**src/rtl/ps2_device_tx.sv**
```systemverilog
`default_nettype none
// ============================================================================
//  Module   : ps2_device_tx
//  Purpose  : PS/2 device-side transmitter. Scancode bytes are queued in a
//             small FIFO and sent one frame at a time:
//             start(0), data[0..7] LSB first, odd parity, stop(1).
//             Each frame is followed by an idle gap.
//  Ports    : clk       - sole clock, rising edge
//             resetn    - asynchronous active-low reset
//             wr_en     - write strobe, one byte per cycle while high
//             wr_data   - scancode byte to queue
//             ps2_clk   - registered PS/2 clock output
//             ps2_data  - registered PS/2 data output
//             full      - FIFO holds FIFO_DEPTH entries
//             empty     - FIFO holds no entries
//             busy      - transmitter is sending or in its gap
//             overflow  - one-cycle pulse after a dropped write
//  Revision : 1.0 - initial release
// ============================================================================
module ps2_device_tx #(
    parameter int CLK_DIV    = 4,
    parameter int GAP_CYCLES = 16,
    parameter int FIFO_DEPTH = 8
) (
    input  logic       clk,
    input  logic       resetn,
    input  logic       wr_en,
    input  logic [7:0] wr_data,
    output logic       ps2_clk,
    output logic       ps2_data,
    output logic       full,
    output logic       empty,
    output logic       busy,
    output logic       overflow
);

    localparam int c_PTR_W = $clog2(FIFO_DEPTH);
    localparam int c_CNT_W = c_PTR_W + 1;
    localparam int c_DIV_W = $clog2(2 * CLK_DIV);
    localparam int c_GAP_W = $clog2(GAP_CYCLES + 1);

    localparam logic [c_CNT_W-1:0] c_FIFO_FULL = c_CNT_W'(FIFO_DEPTH);
    localparam logic [c_DIV_W-1:0] c_DIV_HALF  = c_DIV_W'(CLK_DIV);
    localparam logic [c_DIV_W-1:0] c_DIV_LAST  = c_DIV_W'(2 * CLK_DIV - 1);
    localparam logic [c_GAP_W-1:0] c_GAP_LAST  = c_GAP_W'(GAP_CYCLES - 1);
    localparam logic [3:0]         c_BIT_LAST  = 4'd10;

    localparam logic [1:0] S_IDLE = 2'd0;
    localparam logic [1:0] S_SEND = 2'd1;
    localparam logic [1:0] S_GAP  = 2'd2;

    // ------------------------------------------------------------------
    // Scancode FIFO
    // ------------------------------------------------------------------
    logic [7:0]         r_mem [FIFO_DEPTH];
    logic [c_PTR_W-1:0] r_wr_ptr;
    logic [c_PTR_W-1:0] r_rd_ptr;
    logic [c_CNT_W-1:0] r_count;
    logic               r_overflow;
    logic               w_push;
    logic               w_pop;
    logic [7:0]         w_head;

    assign full     = (r_count == c_FIFO_FULL);
    assign empty    = (r_count == '0);
    assign overflow = r_overflow;
    // Acceptance looks at the pre-pop fill level, so a write into a full
    // FIFO is dropped even when the transmitter pops on the same edge.
    assign w_push   = wr_en & ~full;
    assign w_head   = r_mem[r_rd_ptr];

    always_ff @(posedge clk or negedge resetn) begin
        if (!resetn) begin
            r_wr_ptr   <= '0;
            r_rd_ptr   <= '0;
            r_count    <= '0;
            r_overflow <= 1'b0;
        end else begin
            if (w_push) r_wr_ptr <= r_wr_ptr + 1'b1;
            if (w_pop)  r_rd_ptr <= r_rd_ptr + 1'b1;
            case ({w_push, w_pop})
                2'b10:   r_count <= r_count + 1'b1;
                2'b01:   r_count <= r_count - 1'b1;
                default: r_count <= r_count;
            endcase
            r_overflow <= wr_en & full;
        end
    end

    // Storage needs no reset: entries are only read once the count says so.
    always_ff @(posedge clk) begin
        if (w_push) r_mem[r_wr_ptr] <= wr_data;
    end

    // ------------------------------------------------------------------
    // Frame FSM
    // ------------------------------------------------------------------
    logic [1:0]         r_state,    w_state_next;
    logic [c_DIV_W-1:0] r_div,      w_div_next;
    logic [3:0]         r_bit_idx,  w_bit_idx_next;
    logic [c_GAP_W-1:0] r_gap,      w_gap_next;
    logic [10:0]        r_frame,    w_frame_next;
    logic               r_ps2_clk,  w_ps2_clk_next;
    logic               r_ps2_data, w_ps2_data_next;
    logic [c_DIV_W-1:0] w_div_inc;

    assign w_div_inc = r_div + 1'b1;
    assign busy      = (r_state != S_IDLE);
    assign ps2_clk   = r_ps2_clk;
    assign ps2_data  = r_ps2_data;

    always_ff @(posedge clk or negedge resetn) begin
        if (!resetn) begin
            r_state    <= S_IDLE;
            r_div      <= '0;
            r_bit_idx  <= '0;
            r_gap      <= '0;
            r_frame    <= '1;
            r_ps2_clk  <= 1'b1;
            r_ps2_data <= 1'b1;
        end else begin
            r_state    <= w_state_next;
            r_div      <= w_div_next;
            r_bit_idx  <= w_bit_idx_next;
            r_gap      <= w_gap_next;
            r_frame    <= w_frame_next;
            r_ps2_clk  <= w_ps2_clk_next;
            r_ps2_data <= w_ps2_data_next;
        end
    end

    always_comb begin
        w_state_next    = r_state;
        w_div_next      = r_div;
        w_bit_idx_next  = r_bit_idx;
        w_gap_next      = r_gap;
        w_frame_next    = r_frame;
        w_ps2_clk_next  = r_ps2_clk;
        w_ps2_data_next = r_ps2_data;
        w_pop           = 1'b0;

        case (r_state)
            S_IDLE: begin
                w_ps2_clk_next  = 1'b1;
                w_ps2_data_next = 1'b1;
                if (!empty) begin
                    // Frame is held as a shift register; bit 0 is on the wire.
                    w_pop           = 1'b1;
                    w_frame_next    = {1'b1, ~^w_head, w_head, 1'b0};
                    w_state_next    = S_SEND;
                    w_div_next      = '0;
                    w_bit_idx_next  = '0;
                    w_ps2_data_next = 1'b0;
                end
            end

            S_SEND: begin
                if (r_div == c_DIV_LAST) begin
                    // Bit boundary: ps2_clk returns high, data moves here so
                    // it is settled well before the next falling edge.
                    w_div_next     = '0;
                    w_ps2_clk_next = 1'b1;
                    if (r_bit_idx == c_BIT_LAST) begin
                        w_state_next    = S_GAP;
                        w_gap_next      = '0;
                        w_ps2_data_next = 1'b1;
                    end else begin
                        w_bit_idx_next  = r_bit_idx + 1'b1;
                        w_frame_next    = {1'b1, r_frame[10:1]};
                        w_ps2_data_next = r_frame[1];
                    end
                end else begin
                    // Clock is derived from the next divider value so the
                    // registered output lines up with div exactly.
                    w_div_next     = w_div_inc;
                    w_ps2_clk_next = (w_div_inc < c_DIV_HALF);
                end
            end

            S_GAP: begin
                w_ps2_clk_next  = 1'b1;
                w_ps2_data_next = 1'b1;
                if (r_gap == c_GAP_LAST) begin
                    w_state_next = S_IDLE;
                end else begin
                    w_gap_next = r_gap + 1'b1;
                end
            end

            default: begin
                w_state_next    = S_IDLE;
                w_ps2_clk_next  = 1'b1;
                w_ps2_data_next = 1'b1;
            end
        endcase
    end

endmodule
`default_nettype wire

```
**config.mk**
```make
export PLATFORM = sky130hd
export DESIGN_NAME = ps2_device_tx
export DESIGN_NICKNAME = d
export VERILOG_FILES = /design/src/rtl/ps2_device_tx.sv
export SDC_FILE = /design/constraint.sdc
export NUM_CORES = 1
export LEC_CHECK = 0
export BUFFER_PORTS_ARGS = -buffer_cell sky130_fd_sc_hd__buf_2
export CORE_MARGIN = 5
export CORE_UTILIZATION = 50
export CTS_CLUSTER_SIZE = 16
export DETAILED_ROUTE_END_ITERATION = 6
export GPL_TIMING_DRIVEN = 0
export MAX_ROUTING_LAYER = met4
export PLACE_DENSITY = 0.67
export SYNTH_ARGS = -nofsm -noshare
export SYNTH_HDL_FRONTEND = slang
export SYNTH_SLANG_ARGS = --single-unit
```
**constraint.sdc**
```tcl
create_clock -name clk -period 2.6 [get_ports clk]
set_input_delay 0.39 -clock clk [delete_from_list [all_inputs] [get_ports clk]]
set_output_delay 0.39 -clock clk [all_outputs]
set_load 0.02 [all_outputs]
```
==> flow_metrics.py, run 1 <==
metrics = {
    "synth": {
        "synth.most_common_cell": "edfxtp_1",
        "async_flop_share_pct": 36.00,
        "synth_area_leaders": "edfxtp_1 44%, dfrtp_1 14%, mux4_2 6.8%",
        "synth_top_area_cell": "edfxtp_1",
        "syn_area_um2": 4337,
        "syn_avg_cell_area_um2": 15.27,
        "ys.flop_type": "edfxtp_1",
        "yosysWarnings": 0,
        "ys_seq_area_share_pct": 65.41,
        "syn-instance-count": 284,
        "synth_edf_count": 64,
        "ys_seq_elements": 100,
        "synth_top_area_share_pct": 44.32,
        "synth_fp_nets": 306,
        "synth_common_cells": "64 x edfxtp_1, 25 x dfrtp_1, 22 x nand2_1, 21 x nor2_1",
        "synth_cell_types": 42,
    },
    "cts": {
        "cts_sinks": 100,
        "hold_buffers": 0,
        "cts_tree": "yes",
        "cts_setup_buffers": 0,
        "numCtsBuffers": 9,
        "cts-root-buf": "clkbuf_8",
        "clk_path_buf_depth": 2,
        "clk_pin_slew_worst_paths_ns": 0.11,
        "clk_latency_ns": 0.36,
        "cts.htree.levels": 3,
    },
    "power_and_ir_drop": {
        "seqPwrFrac_pct": 42.2,
        "internal_power_mw": 3.629,
        "combPwrFrac_pct": 38.7,
        "switching_share_pct": 34.44,
        "ir_drop_mv": 0.5799,
        "power.leakage_nw": 1.794,
        "power_frac_clock_pct": 19.1,
        "finalPower_mw": 5.536,
        "p_per_area_nw_per_um2": 1141,
        "switchingPower_mw": 1.907,
    },
    "grt": {
        "grt_pass1_vias": 2459,
        "grt_usage_pct": 16.16,
        "grt_overflow": 0,
        "grt_max_degree": 37,
        "grt_pass1_wl_mm": 12.45,
        "antenna_found_initial": 0,
    },
    "route": {
        "drt-total-wl_mm": 7.280,
        "viasPerCell": 5.529,
        "drt_first_pass_iters": 4,
        "ant_nets": 0,
        "drt_iter0_markers": 137,
        "drc_errors": 0,
        "vias": 2361,
        "wl_per_cell_um": 17.05,
    },
    "finish": {
        "syn_to_final_growth_pct": 11.83,
        "drive_gt1_share_pct": 25.39,
        "stdcell_count": 427,
        "antenna_cells": 0,
        "finish.net_count": 336,
    },
    "setup_path": {
        "r2r-end": "r_count[3]",
        "critical_path_class": "flop to flop",
        "reg2reg_from": "r_count[1]",
        "reg2regPathDepth": 11,
        "cp-startpoint": "r_count[1]",
        "end_kind": "flop",
        "worstPathMaxFanout": 8,
        "r2r_setup_slack_ns": 0.24,
        "cp-start-kind": "flop",
        "crit_arrival_ns": 2.64,
        "crit_required_ns": 2.88,
    },
    "job": {
        "maxCapViolCount": 0,
    },
    "floorplanning": {
        "core-area_um2": 8593,
        "top_level_ports": 17,
        "die_y_um": 103.1,
        "dieWidth_um": 103.1,
        "fp-row-count": 34,
        "start_util_pct": 50.47,
        "die-area_um2": 10640,
    },
    "placed_design": {
        "port_buffers": 16,
        "place_congestion": 0.7644,
        "dp_hpwl_mm": 5.078,
        "dp.cells": 411,
    },
    "sta": {
        "worst_slew_pin_slew_ns": 0.8323,
        "grt_setup_unrepaired": "false",
        "finalClockSkew_ns": 0.01869,
        "drv_slew": 0,
        "setup_viol": 0,
        "slew-limit-headroom_pct": 44.31,
        "fin_crit_ns": 2.363,
        "hold_viol": 0,
        "post-route-period-util_pct": 90.89,
        "max_freq_ghz": 0.4232,
    },
    "worst_hold_path": {
        "hp-class": "input pin to asynchronous set/reset pin",
    },
    "run_status": {
        "run_status": "completed",
    },
}
power groups by stage:
stage	Sequential, mW	Combinational, mW	Clock (mW)
detailed placement	2.37	2.16	0
finish	2.34	2.14	1.06
floorplan	2.33	1.72	0
global route	2.38	2.39	1.14
global placement	2.34	2.09	0
CTS	2.34	2.17	1.08
worst max path at each step:
stage | to | slack (ns)
global route | r_count[3] | 0.001
floorplan | r_count[2] | 0.12
finish | r_count[3] | 0.24
CTS | r_count[3] | 0.05
global placement | r_mem[0][2] | -0.56
detailed placement | r_mem[3][2] | -0.20
area by class of cell:
class | instances | area, um2
Inverter | 8 | 30.03
Clock buffer | 9 | 123.9
Buffer | 10 | 81.33
Multi-Input combinational cell | 166 | 1443
Fill cell | 713 | 3744
Tap cell | 108 | 135.1
Clock inverter | 7 | 97.59
Timing Repair Buffer | 19 | 102.6
Sequential cell | 100 | 2836
state kept, by name, summed over array words and instances, names as in the netlist:
register / cells
ps2_clk: 1
r_rd_ptr: 3
ps2_data: 1
r_count: 4
r_state: 2
r_mem: 64
overflow: 1
r_frame: 9
r_bit_idx: 4
r_div: 3
r_gap: 5
r_wr_ptr: 3
per-stage QoR:
step / hold slack (ns) / area [um2] / util [%] / setup WS [ns] / TNS [ns]
finish: 0.1032 / 4850 / 56.44 / 0.2368 / 0
floorplan: 0.09441 / 4352 / - / 0.1205 / 0
global placement: 0.4517 / 4567 / 53.14 / -0.5575 / -6.794
global route: 0.1593 / 4850 / 56.44 / 0.001498 / 0
detailed placement: 0.4586 / 4596 / 53.48 / -0.1981 / -2.732
CTS: 0.1208 / 4832 / 56.23 / 0.04773 / 0
routing by layer:
layer,global-route usage (%),vias to the layer above,share of wire (%)
met5,-,-,0
met4,3.884,0,0.67
met2,26.39,27,53
li1,-,1121,-
met3,4.533,2,3.4
met1,20.14,1211,43
critical path, cell delays in order, from the launching register on:
cell	delay [ns]
dfrtp_1	0.38
clkbuf_1	0.21
nor3_2	0.25
nand2_1	0.16
nand2_4	0.17
ha_2	0.26
nand2_1	0.07
mux2_1	0.30
o22ai_1	0.13
o21ai_1	0.07
nor2_1	0.12
xor2_1	0.16
cells by family (layout without fill, tap and decap cells):
kind of cell | after synthesis | after routing | share of synthesized area (%)
buf+inv | 18 | 53 | 2.568
simple gates | 69 | 69 | 7.328
flops | 100 | 100 | 65.41
fa+ha+maj | 11 | 11 | 3.174
xor+xnor | 17 | 17 | 3.606
mux | 28 | 28 | 12.49
compound gates | 41 | 41 | 5.424
cell usage in the layout, fill, tap and decap left out, types with 4 or more instances in the layout:
cell type and count:
o21ai_1 15, buf_2 19, nand2_1 21, nand2b_1 5, dfstp_2 11, xnor2_1 10, inv_1 7, xor2_1 6
edfxtp_1 64, ha_1 10, a21oi_1 15, mux4_2 13, dfrtp_1 25, clkbuf_1 4, nor2_1 20, clkbuf_8 9
what timing repair did:
action,CTS,global route
endpoints found under the setup margin,19,2
hold endpoints to repair,0,0
pin swaps,0,1
gates resized for setup,4,4
No activity file was read; power rests on OpenSTA's default activity.
==> run 2: changes to the inputs <==
--- a/config.mk
+++ b/config.mk
@@ -6,12 +6,10 @@
 export NUM_CORES = 1
 export LEC_CHECK = 0
 export BUFFER_PORTS_ARGS = -buffer_cell sky130_fd_sc_hd__buf_2
-export CORE_MARGIN = 5
 export CORE_UTILIZATION = 50
 export CTS_CLUSTER_SIZE = 16
 export DETAILED_ROUTE_END_ITERATION = 6
 export GPL_TIMING_DRIVEN = 0
-export MAX_ROUTING_LAYER = met4
 export PLACE_DENSITY = 0.67
 export SYNTH_ARGS = -nofsm -noshare
 export SYNTH_HDL_FRONTEND = slang
==> flow_metrics.py, run 2 (synthesis gave the netlist of run 1 again) <==
metrics = {
    "floorplanning": {
        "fp-row-count": 33,
        "top_level_ports": 17,
        "dieWidth_um": 95.13,
        "die-area_um2": 9050,
        "die_y_um": 95.13,
        "core-area_um2": 8299,
        "start_util_pct": 52.25,
    },
    "setup_path": {
        "worstPathMaxFanout": 10,
        "crit_arrival_ns": 2.65,
        "cp-start-kind": "flop",
        "end_kind": "flop",
        "crit_required_ns": 2.85,
        "critical_path_class": "flop to flop",
    },
    "route": {
        "ant_nets": 0,
        "drt_iter0_markers": 109,
        "viasPerCell": 5.496,
        "drt-total-wl_mm": 7.126,
        "vias": 2325,
        "drc_errors": 0,
        "drt_first_pass_iters": 4,
        "wl_per_cell_um": 16.85,
    },
    "sta": {
        "fin_crit_ns": 2.405,
        "post-route-period-util_pct": 92.51,
        "hold_viol": 0,
        "slew-limit-headroom_pct": 35.70,
        "setup_viol": 0,
        "max_freq_ghz": 0.4158,
        "worst_slew_pin_slew_ns": 0.9610,
        "finalClockSkew_ns": 0.01284,
        "layout_setup_ws_ns": 0.1948,
        "drv_slew": 0,
    },
    "grt": {
        "grt_pass1_wl_mm": 11.81,
        "grt_usage_pct": 18.22,
        "grt_max_degree": 37,
        "grt_overflow": 0,
        "antenna_found_initial": 0,
        "grt_pass1_vias": 2322,
    },
    "worst_hold_path": {
        "hp-class": "input pin to asynchronous set/reset pin",
    },
    "placed_design": {
        "port_buffers": 16,
        "preCtsSetupSlack_ns": -0.1639,
        "place_congestion": 0.7062,
        "dp_hpwl_mm": 4.805,
        "place_area_um2": 4582,
    },
    "finish": {
        "design_area_um2": 4816,
        "mostFrequentLayoutCell": "edfxtp_1",
        "largest-register": "r_mem",
        "antenna_cells": 0,
        "finish.net_count": 335,
        "drive_gt1_share_pct": 25.47,
        "largest_reg_flops": 64,
        "syn_to_final_growth_pct": 11.05,
        "largestRegisters": "r_mem (64), r_frame (9), r_gap (5)",
        "layout_common_cells": "64 x edfxtp_1, 25 x dfrtp_1, 21 x nand2_1",
    },
    "cts": {
        "clk_path_buf_depth": 2,
        "cts.htree.levels": 3,
        "cts-root-buf": "clkbuf_8",
        "cts_setup_buffers": 0,
        "clk_latency_ns": 0.37,
        "numCtsBuffers": 9,
        "clk_pin_slew_worst_paths_ns": 0.10,
        "cts_sinks": 100,
        "cts_tree": "yes",
        "hold_buffers": 0,
    },
    "power_and_ir_drop": {
        "seqPwrFrac_pct": 43.0,
        "p_per_area_nw_per_um2": 1132,
        "internal_power_mw": 3.531,
        "switchingPower_mw": 1.920,
        "switching_share_pct": 35.22,
        "power.leakage_nw": 1.776,
        "ir_drop_mv": 0.5563,
        "power_frac_clock_pct": 17.9,
        "combPwrFrac_pct": 39.1,
    },
    "run_status": {
        "run_status": "completed",
    },
    "job": {
        "maxCapViolCount": 0,
    },
}
-- run 2: power by group through the flow --
stage               combinational [mW]  clock (mW)  sequential [mW]
finish                            2.13       0.978             2.34
global route                      2.38        1.06             2.39
CTS                               2.15        1.00             2.34
detailed placement                2.14           0             2.37
global placement                  2.09           0             2.35
floorplan                         1.72           0             2.33
-- run 2: metal layers --
| layer | wire [um] | global-route usage (%) |
|---|---|---|
| met5 | 0 | 0 |
| met4 | 64 | 6.061 |
| met3 | 184 | 4.785 |
| met2 | 3590 | 29.52 |
| met1 | 3287 | 23.94 |
-- run 2: metrics by stage --
step / TNS, ns / hold slack [ns] / util (%) / power, mW / cells
floorplan: 0 / 0.09441 / - / 4.048 / 284
finish: 0 / 0.08865 / 58.03 / 5.451 / 423
global placement: -4.972 / 0.4511 / 54.98 / 4.435 / 405
CTS: -0.02948 / 0.1268 / 57.70 / 5.496 / 422
global route: -0.001664 / 0.1552 / 58.03 / 5.825 / 423
detailed placement: -2.543 / 0.4555 / 55.21 / 4.511 / 406
-- run 2: final cells by class --
class	count	area [um2]
timing repair buffer	18	92.59
fill	632	3483
inverter	8	30.03
buffer	10	81.33
sequential	100	2836
tap	105	131.4
multi-input combinational	166	1448
clock buffer	9	123.9
clock inverter	7	72.57
-- run 2: critical path, cell delays in order, from the launching register on --
cell	delay, ns
dfrtp_1	0.37
clkbuf_1	0.20
nor4_4	0.48
nor2_4	0.16
ha_2	0.25
xor2_1	0.15
ha_1	0.19
a21oi_1	0.14
xor2_1	0.15
nor2_1	0.06
xor2_1	0.14
-- run 2: final timing paths --
path / from / endpoint / slack (ns) / depth (start not counted)
worst max-delay path: r_count[1] / r_count[2] / 0.19 / 10
worst min-delay path: resetn / r_gap[3] / 0.09 / 1
worst max register to register: r_count[1] / r_count[2] / 0.19 / 10
worst min register to register: r_frame[3] / r_frame[3] / 0.47 / 2
max in group asynchronous: resetn / r_bit_idx[2] / 2.01 / 1
min in group clk: wr_data[5] / r_mem[3][5] / 0.28 / 1
-- run 2: what timing repair did --
item	CTS	global route
endpoints found under the hold margin	0	0
gates resized for setup	3	4
setup endpoints to repair	27	3
